**src/rtl/matrix_pkg.sv**
```systemverilog
// Shared types and constants for the 3x3 8-bit-float matrix operand loader.
package matrix_pkg;

    typedef enum logic [1:0] {
        StLoad,
        StStart,
        StCompute
    } state_e;

    localparam int unsigned MAT_DIM = 3;
    localparam int unsigned NBYTES  = 18;
    localparam int unsigned ELEM_W  = 8;
    localparam int unsigned NELEM   = MAT_DIM * MAT_DIM;
    localparam int unsigned FLAT_W  = NELEM * ELEM_W;

    // Operand byte layout: {sign, exp[2:0], frac[3:0]}
    localparam int unsigned SIGN_BIT = 7;
    localparam int unsigned EXP_MSB  = 6;
    localparam int unsigned EXP_LSB  = 4;
    localparam int unsigned FRAC_MSB = 3;
    localparam int unsigned FRAC_LSB = 0;

endpackage

```
**src/rtl/operand_regfile.sv**
```systemverilog
// 18x8 operand store: indexed byte write port, flat A/B buses (element 0 in the top byte).
module operand_regfile (
    input  logic        clk_i,
    input  logic        rst_ni,
    input  logic        we_i,
    input  logic [4:0]  waddr_i,
    input  logic [7:0]  wdata_i,
    output logic [71:0] a_flat_o,
    output logic [71:0] b_flat_o
);
    import matrix_pkg::*;

    logic [ELEM_W-1:0] mem_q [NBYTES];

    always_ff @(posedge clk_i) begin
        if (!rst_ni) begin
            for (int i = 0; i < int'(NBYTES); i++) begin
                mem_q[i] <= '0;
            end
        end else if (we_i) begin
            mem_q[waddr_i] <= wdata_i;
        end
    end

    always_comb begin
        a_flat_o = '0;
        b_flat_o = '0;
        for (int i = 0; i < int'(NELEM); i++) begin
            a_flat_o[FLAT_W-1-ELEM_W*i -: ELEM_W] = mem_q[i];
            b_flat_o[FLAT_W-1-ELEM_W*i -: ELEM_W] = mem_q[NELEM+i];
        end
    end

endmodule

```
**src/rtl/matrix_loader.sv**
```systemverilog
// Operand loader/sequencer for the 3x3 matrix multiplier.
// Optional framing check on in_last enabled by defining MATRIX_LOADER_FRAME_CHECK_EN.
module matrix_loader #(
    parameter int unsigned LATENCY = 9,
    parameter int unsigned NBYTES  = 18
) (
    input  logic        clk,
    input  logic        rst_n,
    input  logic        in_valid,
    input  logic [7:0]  in_data,
    input  logic        in_last,
    output logic        in_ready,
    output logic [71:0] a_flat,
    output logic [71:0] b_flat,
    output logic        mm_start,
    output logic        c_valid,
    output logic        busy,
    output logic        err
);
    import matrix_pkg::*;

    localparam logic [4:0] LastIdx = 5'(NBYTES - 1);
    localparam logic [3:0] LastCnt = 4'(LATENCY - 1);

    state_e     state_q, state_d;
    logic [4:0] idx_q, idx_d;
    logic [3:0] cnt_q, cnt_d;
    logic       err_q, err_d;
    logic       in_ready_q, mm_start_q, c_valid_q, busy_q;
    logic       accept, last_byte, frame_err;

    assign accept    = in_valid && in_ready_q;
    assign last_byte = (idx_q == LastIdx);

`ifdef MATRIX_LOADER_FRAME_CHECK_EN
    assign frame_err = accept && (in_last != last_byte);
`else
    logic unused_in_last;
    assign unused_in_last = in_last;
    assign frame_err      = 1'b0;
`endif

    always_comb begin
        state_d = state_q;
        idx_d   = idx_q;
        cnt_d   = cnt_q;
        err_d   = err_q;
        unique case (state_q)
            StLoad: begin
                if (accept) begin
                    if (frame_err) begin
                        err_d = 1'b1;
                        idx_d = '0;
                    end else if (last_byte) begin
                        idx_d   = '0;
                        state_d = StStart;
                    end else begin
                        idx_d = idx_q + 5'd1;
                    end
                end
            end
            StStart: begin
                cnt_d   = '0;
                state_d = StCompute;
            end
            StCompute: begin
                if (cnt_q == LastCnt) begin
                    state_d = StLoad;
                end else begin
                    cnt_d = cnt_q + 4'd1;
                end
            end
            default: state_d = StLoad;
        endcase
    end

    // Outputs are registered from next-state so they line up with the state they describe.
    always_ff @(posedge clk) begin
        if (!rst_n) begin
            state_q    <= StLoad;
            idx_q      <= '0;
            cnt_q      <= '0;
            err_q      <= 1'b0;
            in_ready_q <= 1'b1;
            mm_start_q <= 1'b0;
            c_valid_q  <= 1'b0;
            busy_q     <= 1'b0;
        end else begin
            state_q    <= state_d;
            idx_q      <= idx_d;
            cnt_q      <= cnt_d;
            err_q      <= err_d;
            in_ready_q <= (state_d == StLoad);
            mm_start_q <= (state_d == StStart);
            c_valid_q  <= (state_d == StCompute) && (cnt_d == LastCnt);
            busy_q     <= (state_d == StCompute);
        end
    end

    operand_regfile u_regfile (
        .clk_i    (clk),
        .rst_ni   (rst_n),
        .we_i     (accept),
        .waddr_i  (idx_q),
        .wdata_i  (in_data),
        .a_flat_o (a_flat),
        .b_flat_o (b_flat)
    );

    assign in_ready = in_ready_q;
    assign mm_start = mm_start_q;
    assign c_valid  = c_valid_q;
    assign busy     = busy_q;
    assign err      = err_q;

endmodule

```
**config.mk**
```make
export PLATFORM = sky130hd
export DESIGN_NAME = matrix_loader
export DESIGN_NICKNAME = d
export VERILOG_FILES = /design/src/rtl/matrix_pkg.sv /design/src/rtl/operand_regfile.sv /design/src/rtl/matrix_loader.sv
export SDC_FILE = /design/constraint.sdc
export NUM_CORES = 1
export LEC_CHECK = 0
export BUFFER_PORTS_ARGS = -buffer_cell sky130_fd_sc_hd__buf_4
export CORE_UTILIZATION = 40
export CTS_CLUSTER_SIZE = 10
export DETAILED_ROUTE_END_ITERATION = 8
export SLEW_MARGIN = 20
export SYNTH_ARGS = -nofsm -noshare
export SYNTH_HDL_FRONTEND = slang
export SYNTH_SLANG_ARGS = --single-unit
```
**constraint.sdc**
```tcl
create_clock -name clk -period 4.5 [get_ports clk]
set_clock_uncertainty 0.1 [all_clocks]
set_input_delay 0.45 -clock clk [delete_from_list [all_inputs] [get_ports clk]]
set_output_delay 0.45 -clock clk [all_outputs]
set_load 0.01 [all_outputs]
```
==> impl_metrics.env, run 1 <==
export IMPL_p_sw_mw=0.703
export IMPL_slew_headroom=0.266
export IMPL_via_count=4066
export IMPL_area_growth_syn_to_layout_pct=30.6
export IMPL_io_pin_count=161
export IMPL_setup_worst_path_start="idx_q[0]"
export IMPL_hold_end="u_regfile.mem_q[3][3]"
export IMPL_regToRegStartpoint="idx_q[0]"
export IMPL_syn_nets=476
export IMPL_hold_violations=0
export IMPL_grt_max_degree=30
export IMPL_hold_class="in2reg"
export IMPL_status="finished, final reports clean"
export IMPL_rsz0062_at_grt="no"
export IMPL_antenna_found_initial=0
export IMPL_clkPwrFrac=0.429
export IMPL_startpoint_type="flop"
export IMPL_clock_latency_ps=420
export IMPL_pwr_share_comb=0.060
export IMPL_design_area_um2=8010
export IMPL_ys_flop_type="edfxtp_1"
export IMPL_internal_power_mw=2.60
export IMPL_power_density_nw_per_um2=412
export IMPL_final_max_slew_viol_count=0
export IMPL_wl_um=15100
export IMPL_ctsHoldBuffers=0
export IMPL_syn_area_per_cell_um2=13.5
export IMPL_crit_chain="nand2_1 -> nor2_1 -> nand2_1 -> nand2_1"
export IMPL_yosysSeqAreaShare=0.754
export IMPL_clock_fmax_ghz=0.366
export IMPL_synth_edf_count=144
export IMPL_finalCritPeriodShare=0.607
export IMPL_gp_congestion=0.777
export IMPL_period_needed_ps=2730
export IMPL_ys_seq_elements=159
export IMPL_root_buffer="clkbuf_16"
export IMPL_crit_arrival_ps=2720
export IMPL_cap_viol_max_count=0
export IMPL_drc_errors=0
export IMPL_grt_pass1_vias=3867
export IMPL_worst_pin_slew_ps=1100
export IMPL_endpoint_kind="flop"
export IMPL_clk_pin_slew_ps=60
export IMPL_dr_pass1_iters=5
export IMPL_critical_path_class="reg2reg"
export IMPL_irDropWorstVdd_mv=0.231
export IMPL_setup_violations=0
export IMPL_die_h_um=126
export IMPL_hpwlAfterDp_um=9970
export IMPL_grt_usage=0.195
export IMPL_die_area_um2=15800
export IMPL_portBuffers=158
export IMPL_whs_path_depth=2
export IMPL_critical_path_required_ps=4490
export IMPL_cts_resized=0
export IMPL_fp_dieW_um=126
export IMPL_antenna_left=0
export IMPL_synth_cell_types=43
export IMPL_synthCells=456
export IMPL_r2r_setup_slack_ps=1770
export IMPL_start_util=0.416
export IMPL_gr_total_overflow=0
export IMPL_post_cts_setup_buffer_count=0
export IMPL_synth_area_um2=6130
export IMPL_switching_share=0.213
export IMPL_seqPwrFrac=0.511
export IMPL_antennaDiodeCount=0
export IMPL_cp_common_cell="nand2_1"
export IMPL_slowest_stage="nor2_1"
export IMPL_min_from="in_data[3]"
export IMPL_fin_nets=631
export IMPL_setup_tns_final_ps=0
export IMPL_viasPerCell=5.04
export IMPL_grt_pass1_wl_um=22500
export IMPL_rows=44
export IMPL_yosysWarnings=0
export IMPL_drive_above_1_share=0.326
export IMPL_cts_buffers=17
export IMPL_cts_tree="yes"
export IMPL_rr_worst_depth=4
export IMPL_wire_per_inst_um=18.7
export IMPL_post_route_util=0.543
export IMPL_cts_buffer_depth=2
export IMPL_r2r_end="u_regfile.mem_q[11][4]"
export IMPL_clkSinkCount=159
export IMPL_p_leak_nw=3.29
export IMPL_max_stage_delay_ps=840
export IMPL_core_area_um2=14800
export IMPL_dr_first_iter_drc_count=342
export IMPL_placed_area_um2=7440
export IMPL_synthArstFlopShare=0
export IMPL_fillCellCount=1238
export IMPL_cts_htree_levels=4
export IMPL_crit_fanout=20
## worst max-delay path by stage
stage	end	slack, ps	depth (start not counted)
6_report	u_regfile.mem_q[11][4]	1770	4
3_3_place_gp	u_regfile.mem_q[16][0]	1650	5
2_1_floorplan	u_regfile.mem_q[0][0]	2580	6
4_1_cts	u_regfile.mem_q[11][4]	1850	4
3_5_place_dp	u_regfile.mem_q[16][1]	1640	5
5_1_grt	u_regfile.mem_q[11][5]	1590	4
## cell usage in the layout (no fill, tap or decap), types with 2 or more instances in the layout
cell	instances
a31oi_1	2
and3_1	19
buf_4	159
bufinv_16	3
clkbuf_16	17
clkinv_1	4
clkinv_2	3
dfxtp_1	15
edfxtp_1	144
ha_1	8
inv_1	16
nand2_1	43
nand2_2	5
nand2b_1	2
nand3_1	4
nand3b_1	2
nand4_1	2
nor2_1	129
nor2b_1	5
nor3_1	2
nor3_2	3
nor3b_2	2
o211ai_1	2
o21a_1	3
o21ai_0	4
xor2_1	3
## sequential cells by signal, summed over array words and instances (netlist names)
name	count
cnt_q	4
idx_q	5
busy	1
mm_start	1
c_valid	1
state_q	2
in_ready	1
u_regfile.mem_q	144
## worst max-delay path, delay by kind of cell (launching register included)
kind             cells  cell delay, ps
AND/OR/NAND/NOR      4            1760
flip-flops           1             540
## cell families after synthesis
family / Yosys count / synth area share
buffers and inverters: 39 / 0.0292
DFF: 159 / 0.754
adders and majority gates: 8 / 0.0163
xor gates and xnor gates: 4 / 0.00571
other: 1 / 0.000611
AOI/OAI and AO/OA: 15 / 0.0188
muxes: 2 / 0.00347
and+or+nand+nor: 228 / 0.172
## power by group through the flow
stage | clock (mW) | combinational [mW] | sequential [mW]
floorplan | 0 | 0.0617 | 1.73
global placement | 0 | 0.199 | 1.71
detailed placement | 0 | 0.201 | 1.72
CTS | 1.43 | 0.201 | 1.68
global route | 1.49 | 0.213 | 1.69
finish | 1.42 | 0.199 | 1.68
## layer usage
metal	vias to the layer above	global-route usage	routed length, um
met3	18	0.0480	1170
met1	1984	0.255	6380
met4	0	0.0773	269
met5	-	0	0
met2	183	0.315	7270
li1	1881	-	-
## area by class of cell
class,count,area [um^2],share of cell area
Sequential cell,159,4620,0.577
Multi-Input combinational cell,258,1330,0.166
Clock buffer,18,429,0.0536
Inverter,16,60.1,0.00750
Timing Repair Buffer,159,1190,0.149
Clock inverter,13,145,0.0181
Tap cell,184,230,0.0287
## metrics by stage
stage	power (mW)	hold WS [ps]	setup slack [ps]	std cells
after floorplan	1.80	428	2580	456
after global placement	1.91	462	1650	776
after detailed placement	1.92	485	1640	776
after CTS	3.31	247	1850	807
after global routing	3.39	254	1590	807
final	3.30	257	1770	807
## synth_stat cells, drive strengths merged (2+ instances only)
cell type  number  area (um^2)
nand4           2         12.5
edfxtp        144         4320
dfxtp          15          300
xor2            3         26.3
clkbuf         13         48.8
nand2          48          193
nor2b           5         31.3
inv            16         60.1
o21ai           4         20.0
o211ai          2         15.0
and4bb          2         25.0
nand3           5         30.0
nand3b          2         15.0
buf            10         70.1
ha              8          100
nand2b          2         12.5
and3           20          130
nor3b           2         25.0
a31oi           2         12.5
o21a            3         22.5
nor2          129          484
nor3            5         40.0
Note: power is estimated with default switching activity, not from simulation.
==> run 2: changes to the inputs <==
Clock period 4.5 ns to 2.8 ns, I/O delays scaled along.
==> impl_metrics.env, run 2 (same netlist as run 1, synthesis figures left out) <==
export IMPL_cap_viol_max_count=0
export IMPL_worst_pin_slew_ps=563
export IMPL_fp_dieW_um=126
export IMPL_hpwlAfterDp_um=10100
export IMPL_regMostFlops="u_regfile.mem_q"
export IMPL_whs_path_depth=2
export IMPL_regToRegStartpoint="in_ready"
export IMPL_rsz0062_at_grt="no"
export IMPL_wire_per_inst_um=18.3
export IMPL_hold_end="u_regfile.mem_q[7][6]"
export IMPL_drive_above_1_share=0.348
export IMPL_cts_buffer_depth=2
export IMPL_ctsHoldBuffers=0
export IMPL_dr_first_iter_drc_count=334
export IMPL_antennaDiodeCount=0
export IMPL_viasPerCell=4.93
export IMPL_cts_resized=0
export IMPL_setup_worst_path_start="in_ready"
export IMPL_worst_path_buf_inv=0
export IMPL_crit_family="simple AND/OR/NAND/NOR gates"
export IMPL_post_cts_setup_buffer_count=0
export IMPL_clkSinkCount=159
export IMPL_rr_worst_depth=4
export IMPL_endpoint_kind="flop"
export IMPL_cp_common_cell="and3_1"
export IMPL_setup_tns_final_ps=0
export IMPL_final_common_cell="buf_4"
export IMPL_finalCritPeriodShare=0.778
export IMPL_die_area_um2=15800
export IMPL_r2r_setup_slack_ps=620
export IMPL_io_pin_count=161
export IMPL_portBuffers=158
export IMPL_max_stage_delay_ps=460
export IMPL_post_route_util=0.551
export IMPL_period_needed_ps=2180
export IMPL_root_buffer="clkbuf_16"
export IMPL_power_density_nw_per_um2=653
export IMPL_area_growth_syn_to_layout_pct=32.5
export IMPL_rows=44
export IMPL_status="finished, final reports clean"
export IMPL_largestRegisters="u_regfile.mem_q x144, idx_q x5, cnt_q x4"
export IMPL_critical_path_required_ps=2790
export IMPL_gr_total_overflow=0
export IMPL_dr_wl_met3_um=1270
export IMPL_grt_pass1_vias=4047
export IMPL_antenna_left=0
export IMPL_clk_pin_slew_ps=70
export IMPL_wl_met2_um=7150
export IMPL_fin_ws_ps=621
export IMPL_via_count=4055
export IMPL_setup_violations=0
export IMPL_crit_arrival_ps=2170
export IMPL_grt_pass1_wl_um=23400
export IMPL_drc_errors=0
export IMPL_dpl_worst_slack_ps=634
export IMPL_cts_tree="yes"
export IMPL_cts_htree_levels=4
export IMPL_hold_class="in2reg"
export IMPL_final_max_slew_viol_count=0
export IMPL_core_area_um2=14800
export IMPL_antenna_found_initial=0
export IMPL_gp_congestion=0.785
export IMPL_clock_fmax_ghz=0.459
export IMPL_startpoint_type="flop"
export IMPL_whs_ps=84.9
export IMPL_fin_nets=645
export IMPL_cts_buffers=17
export IMPL_final_cell_mix="buf_4, edfxtp_1, nor2_1"
export IMPL_crit_chain="and3_1 -> and3_1 -> nand2_2 -> nand2_1"
export IMPL_die_h_um=126
export IMPL_slew_headroom=0.621
export IMPL_grt_max_degree=28
export IMPL_slowest_stage="dfxtp_1"
export IMPL_p_leak_nw=3.35
export IMPL_r2r_end="u_regfile.mem_q[15][7]"
export IMPL_wl_um=15000
export IMPL_grt_usage=0.201
export IMPL_critical_path_class="reg2reg"
export IMPL_start_util=0.416
export IMPL_dr_pass1_iters=4
export IMPL_clock_latency_ps=420
export IMPL_crit_fanout=9
export IMPL_hold_violations=0
export IMPL_irDropWorstVdd_mv=0.420
export IMPL_wirelength_met1_um=6270
export IMPL_min_from="in_data[6]"
export IMPL_routed_top_layer="met4"
export IMPL_largest_reg_flops=144
## run 2: per-layer routing
layer	up-vias	GRT usage
li1	1910	-
met5	-	0
met3	25	0.0484
met1	1939	0.268
met4	0	0.0865
met2	181	0.317
## run 2: area by class of cell
type,instances,area [um^2]
fill,1266,6630
sequential,159,4620
multi-input combinational,258,1330
timing repair buffer,173,1300
clock buffer,17,425
tap,184,230
clock inverter,15,159
inverter,16,60.1
## run 2: report_power, final
group | total, mW | internal, mW | switching (mW)
registers | 2.70 | 2.67 | 0.0385
clock network | 2.27 | 1.32 | 0.954
logic | 0.330 | 0.132 | 0.199
## run 2: worst max-delay path by stage
stage,to,slack [ps],depth (start not counted)
floorplan,u_regfile.mem_q[14][0],960,6
global placement,u_regfile.mem_q[12][1],680,4
detailed placement,u_regfile.mem_q[15][6],630,4
CTS,u_regfile.mem_q[15][7],600,4
global route,u_regfile.mem_q[1][6],450,4
finish,u_regfile.mem_q[15][7],620,4
## run 2: per-stage QoR
step | power [mW] | std cells | area [um^2]
2_1_floorplan | 2.89 | 456 | 6130
3_3_place_gp | 3.08 | 790 | 7540
3_5_place_dp | 3.09 | 790 | 7540
4_1_cts | 5.35 | 822 | 8130
5_1_grt | 5.47 | 822 | 8130
6_report | 5.31 | 822 | 8130
==> run 3: changes to the inputs <==
Settings changed: ABC_AREA from default to 1, PLACE_DENSITY from default to 0.66.
Clock period 2.8 ns to 2 ns, I/O delays scaled along.
==> impl_metrics.env, run 3 <==
export IMPL_status="finished, violations left"
export IMPL_violations="DRC"
export IMPL_whs_ps=22.6
export IMPL_p_sw_mw=1.58
export IMPL_cts_htree_levels=4
export IMPL_grt_pass1_vias=4129
export IMPL_gr_total_overflow=0
export IMPL_setup_worst_path_start="in_ready"
export IMPL_rows=44
export IMPL_dr_first_iter_drc_count=427
export IMPL_syn_area_per_cell_um2=12.5
export IMPL_final_common_cell="buf_4"
export IMPL_wire_per_inst_um=16.9
export IMPL_yosysTopAreaCellShare=0.715
export IMPL_dpl_worst_slack_ps=-34.8
export IMPL_cts_resized=4
export IMPL_portBuffers=158
export IMPL_synth_edf_count=144
export IMPL_synth_compound_area_share=0.00703
export IMPL_whs_path_depth=3
export IMPL_root_buffer="clkbuf_16"
export IMPL_setup_tns_final_ps=0
export IMPL_largest_reg_flops=144
export IMPL_wl_um=14600
export IMPL_core_area_um2=14600
export IMPL_setup_violations=0
export IMPL_synthAdderAreaFrac=0.0165
export IMPL_ys_top_cells_by_area="edfxtp_1, nor2_1, dfxtp_1, nand2_1, inv_1"
export IMPL_fin_ws_ps=82.0
export IMPL_power_density_nw_per_um2=924
export IMPL_grt_usage=0.192
export IMPL_synthTopCellsByCount="nor2_1, edfxtp_1, nand2_1"
export IMPL_yosysWarnings=0
export IMPL_crit_fanout=9
export IMPL_post_cts_setup_buffer_count=0
export IMPL_worst_path_buf_inv=0
export IMPL_cts_buffer_depth=2
export IMPL_pwr_share_comb=0.064
export IMPL_slowest_stage="dfxtp_1"
export IMPL_final_max_slew_viol_count=0
export IMPL_fin_nets=685
export IMPL_crit_family="simple AND/OR/NAND/NOR gates"
export IMPL_clkSinkCount=159
export IMPL_period_needed_ps=1920
export IMPL_ys_seq_elements=159
export IMPL_ys_flop_type="edfxtp_1"
export IMPL_yosysMostFrequentCell="nor2_1"
export IMPL_hold_end="u_regfile.mem_q[3][4]"
export IMPL_viasPerCell=4.80
export IMPL_max_stage_delay_ps=340
export IMPL_drc_errors=24
export IMPL_seqPwrFrac=0.501
export IMPL_yosysTopAreaCell="edfxtp_1"
export IMPL_cp_common_cell="nand2_2"
export IMPL_antenna_found_initial=0
export IMPL_grt_max_degree=20
export IMPL_die_area_um2=15600
export IMPL_via_count=4136
export IMPL_synthMuxAreaShare=0
export IMPL_switching_share=0.209
export IMPL_fillCellCount=1221
export IMPL_finalCritPeriodShare=0.959
export IMPL_synthArstFlopShare=0
export IMPL_clk_pin_slew_ps=60
export IMPL_p_leak_nw=3.38
export IMPL_critical_path_class="reg2reg"
export IMPL_r2r_end="u_regfile.mem_q[4][6]"
export IMPL_synth_simple_area_share=0.170
export IMPL_clock_fmax_ghz=0.521
export IMPL_multi_input_area_um2=1230
export IMPL_area_growth_syn_to_layout_pct=35.6
export IMPL_yosysSeqAreaShare=0.764
export IMPL_fp_dieW_um=125
export IMPL_antennaDiodeCount=0
export IMPL_regMostFlops="u_regfile.mem_q"
export IMPL_synth_xor_area_share=0.00579
export IMPL_irDropWorstVdd_mv=0.514
export IMPL_dr_pass1_iters=7
export IMPL_start_util=0.413
export IMPL_rsz0062_at_grt="yes"
export IMPL_critical_path_required_ps=2010
export IMPL_grt_pass1_wl_um=22100
export IMPL_path_depth=6
export IMPL_syn_nets=503
export IMPL_regArea_um2=4620
export IMPL_antenna_left=0
export IMPL_synth_cell_types=25
export IMPL_cts_tree="yes"
export IMPL_final_cell_mix="buf_4, nor2_1, edfxtp_1"
export IMPL_die_h_um=125
export IMPL_ctsHoldBuffers=0
export IMPL_drive_above_1_share=0.358
export IMPL_endpoint_kind="flop"
export IMPL_cts_buffers=17
export IMPL_internal_power_mw=6.00
export IMPL_startpoint_type="flop"
export IMPL_synth_top_family_by_area="simple AND/OR/NAND/NOR gates"
export IMPL_clkPwrFrac=0.435
export IMPL_clock_latency_ps=410
export IMPL_largestRegisters="u_regfile.mem_q x144, idx_q x5, cnt_q x4"
export IMPL_gp_congestion=0.816
export IMPL_hold_class="in2reg"
export IMPL_synthCells=483
export IMPL_cap_viol_max_count=0
export IMPL_synth_area_um2=6050
export IMPL_io_pin_count=161
export IMPL_crit_arrival_ps=1930
export IMPL_r2r_setup_slack_ps=80
export IMPL_hpwlAfterDp_um=10200
export IMPL_rr_worst_depth=6
export IMPL_min_from="in_data[4]"
export IMPL_hold_violations=0
export IMPL_crit_chain="nand2_1 -> nor2_4 -> nand3_1 -> nor2_2 -> nand2_2 -> nand2_2"
export IMPL_regToRegStartpoint="in_ready"
export IMPL_finalPower_mw=7.58
run 3: cell types whose count changed after synthesis, sizes merged, moves of 3 or more:
cell | before | now
nor2 | 129 | 167
inv | 16 | 40
and3 | 20 | 0
nand2 | 48 | 63
clkbuf | 13 | 3
nand3 | 5 | 11
nor2b | 5 | 0
o21a | 3 | 0
run 3: power groups by stage:
stage	combinational (mW)	sequential, mW	clock [mW]
2_1_floorplan	0.146	3.91	0
3_3_place_gp	0.480	3.86	0
3_5_place_dp	0.489	3.86	0
4_1_cts	0.492	3.80	3.32
5_1_grt	0.521	3.80	3.47
6_report	0.487	3.80	3.30
run 3: area by class of cell:
type | instances | area share
inverters | 41 | 0.0188
multi-input cells | 270 | 0.150
clock buffers | 18 | 0.0523
repair buffers | 176 | 0.166
clock inverters | 14 | 0.0210
well taps | 184 | 0.0281
flip-flops and latches | 159 | 0.564
run 3: tightest hold or removal path, cell delays in order:
cell and delay (ps):
buf_4 80, inv_1 50, nor2_1 100
run 3: per-stage QoR:
step                      cell area [um^2]  utilization  instances
final                                 8200        0.560        862
after global routing                  8200        0.560        862
after CTS                             8190        0.559        862
after detailed placement              7580        0.517        830
after global placement                7580        0.517        830
after floorplan                       6050            -        483
run 3: worst max path at each step:
stage	to
after floorplan	u_regfile.mem_q[15][0]
after detailed placement	u_regfile.mem_q[4][3]
final	u_regfile.mem_q[4][6]
after global placement	u_regfile.mem_q[16][2]
after global routing	u_regfile.mem_q[4][6]
after CTS	u_regfile.mem_q[8][0]
run 3: routing by layer:
metal / wire length (um) / global-route usage / vias up / part of all wire
met4: 276 / 0.0624 / 0 / 0.019
li1: - / - / 1965 / -
met3: 883 / 0.0526 / 22 / 0.061
met1: 5870 / 0.228 / 1989 / 0.40
met2: 7530 / 0.337 / 160 / 0.52
met5: 0 / 0 / - / 0
run 3: cells by family after synthesis:
kind of cell	Yosys count
XOR/XNOR	4
AO/OA/AOI/OAI	8
adder cells (fa/ha/maj)	8
flip-flops	159
AND/OR/NAND/NOR	249
buffers and inverters	54
other	1
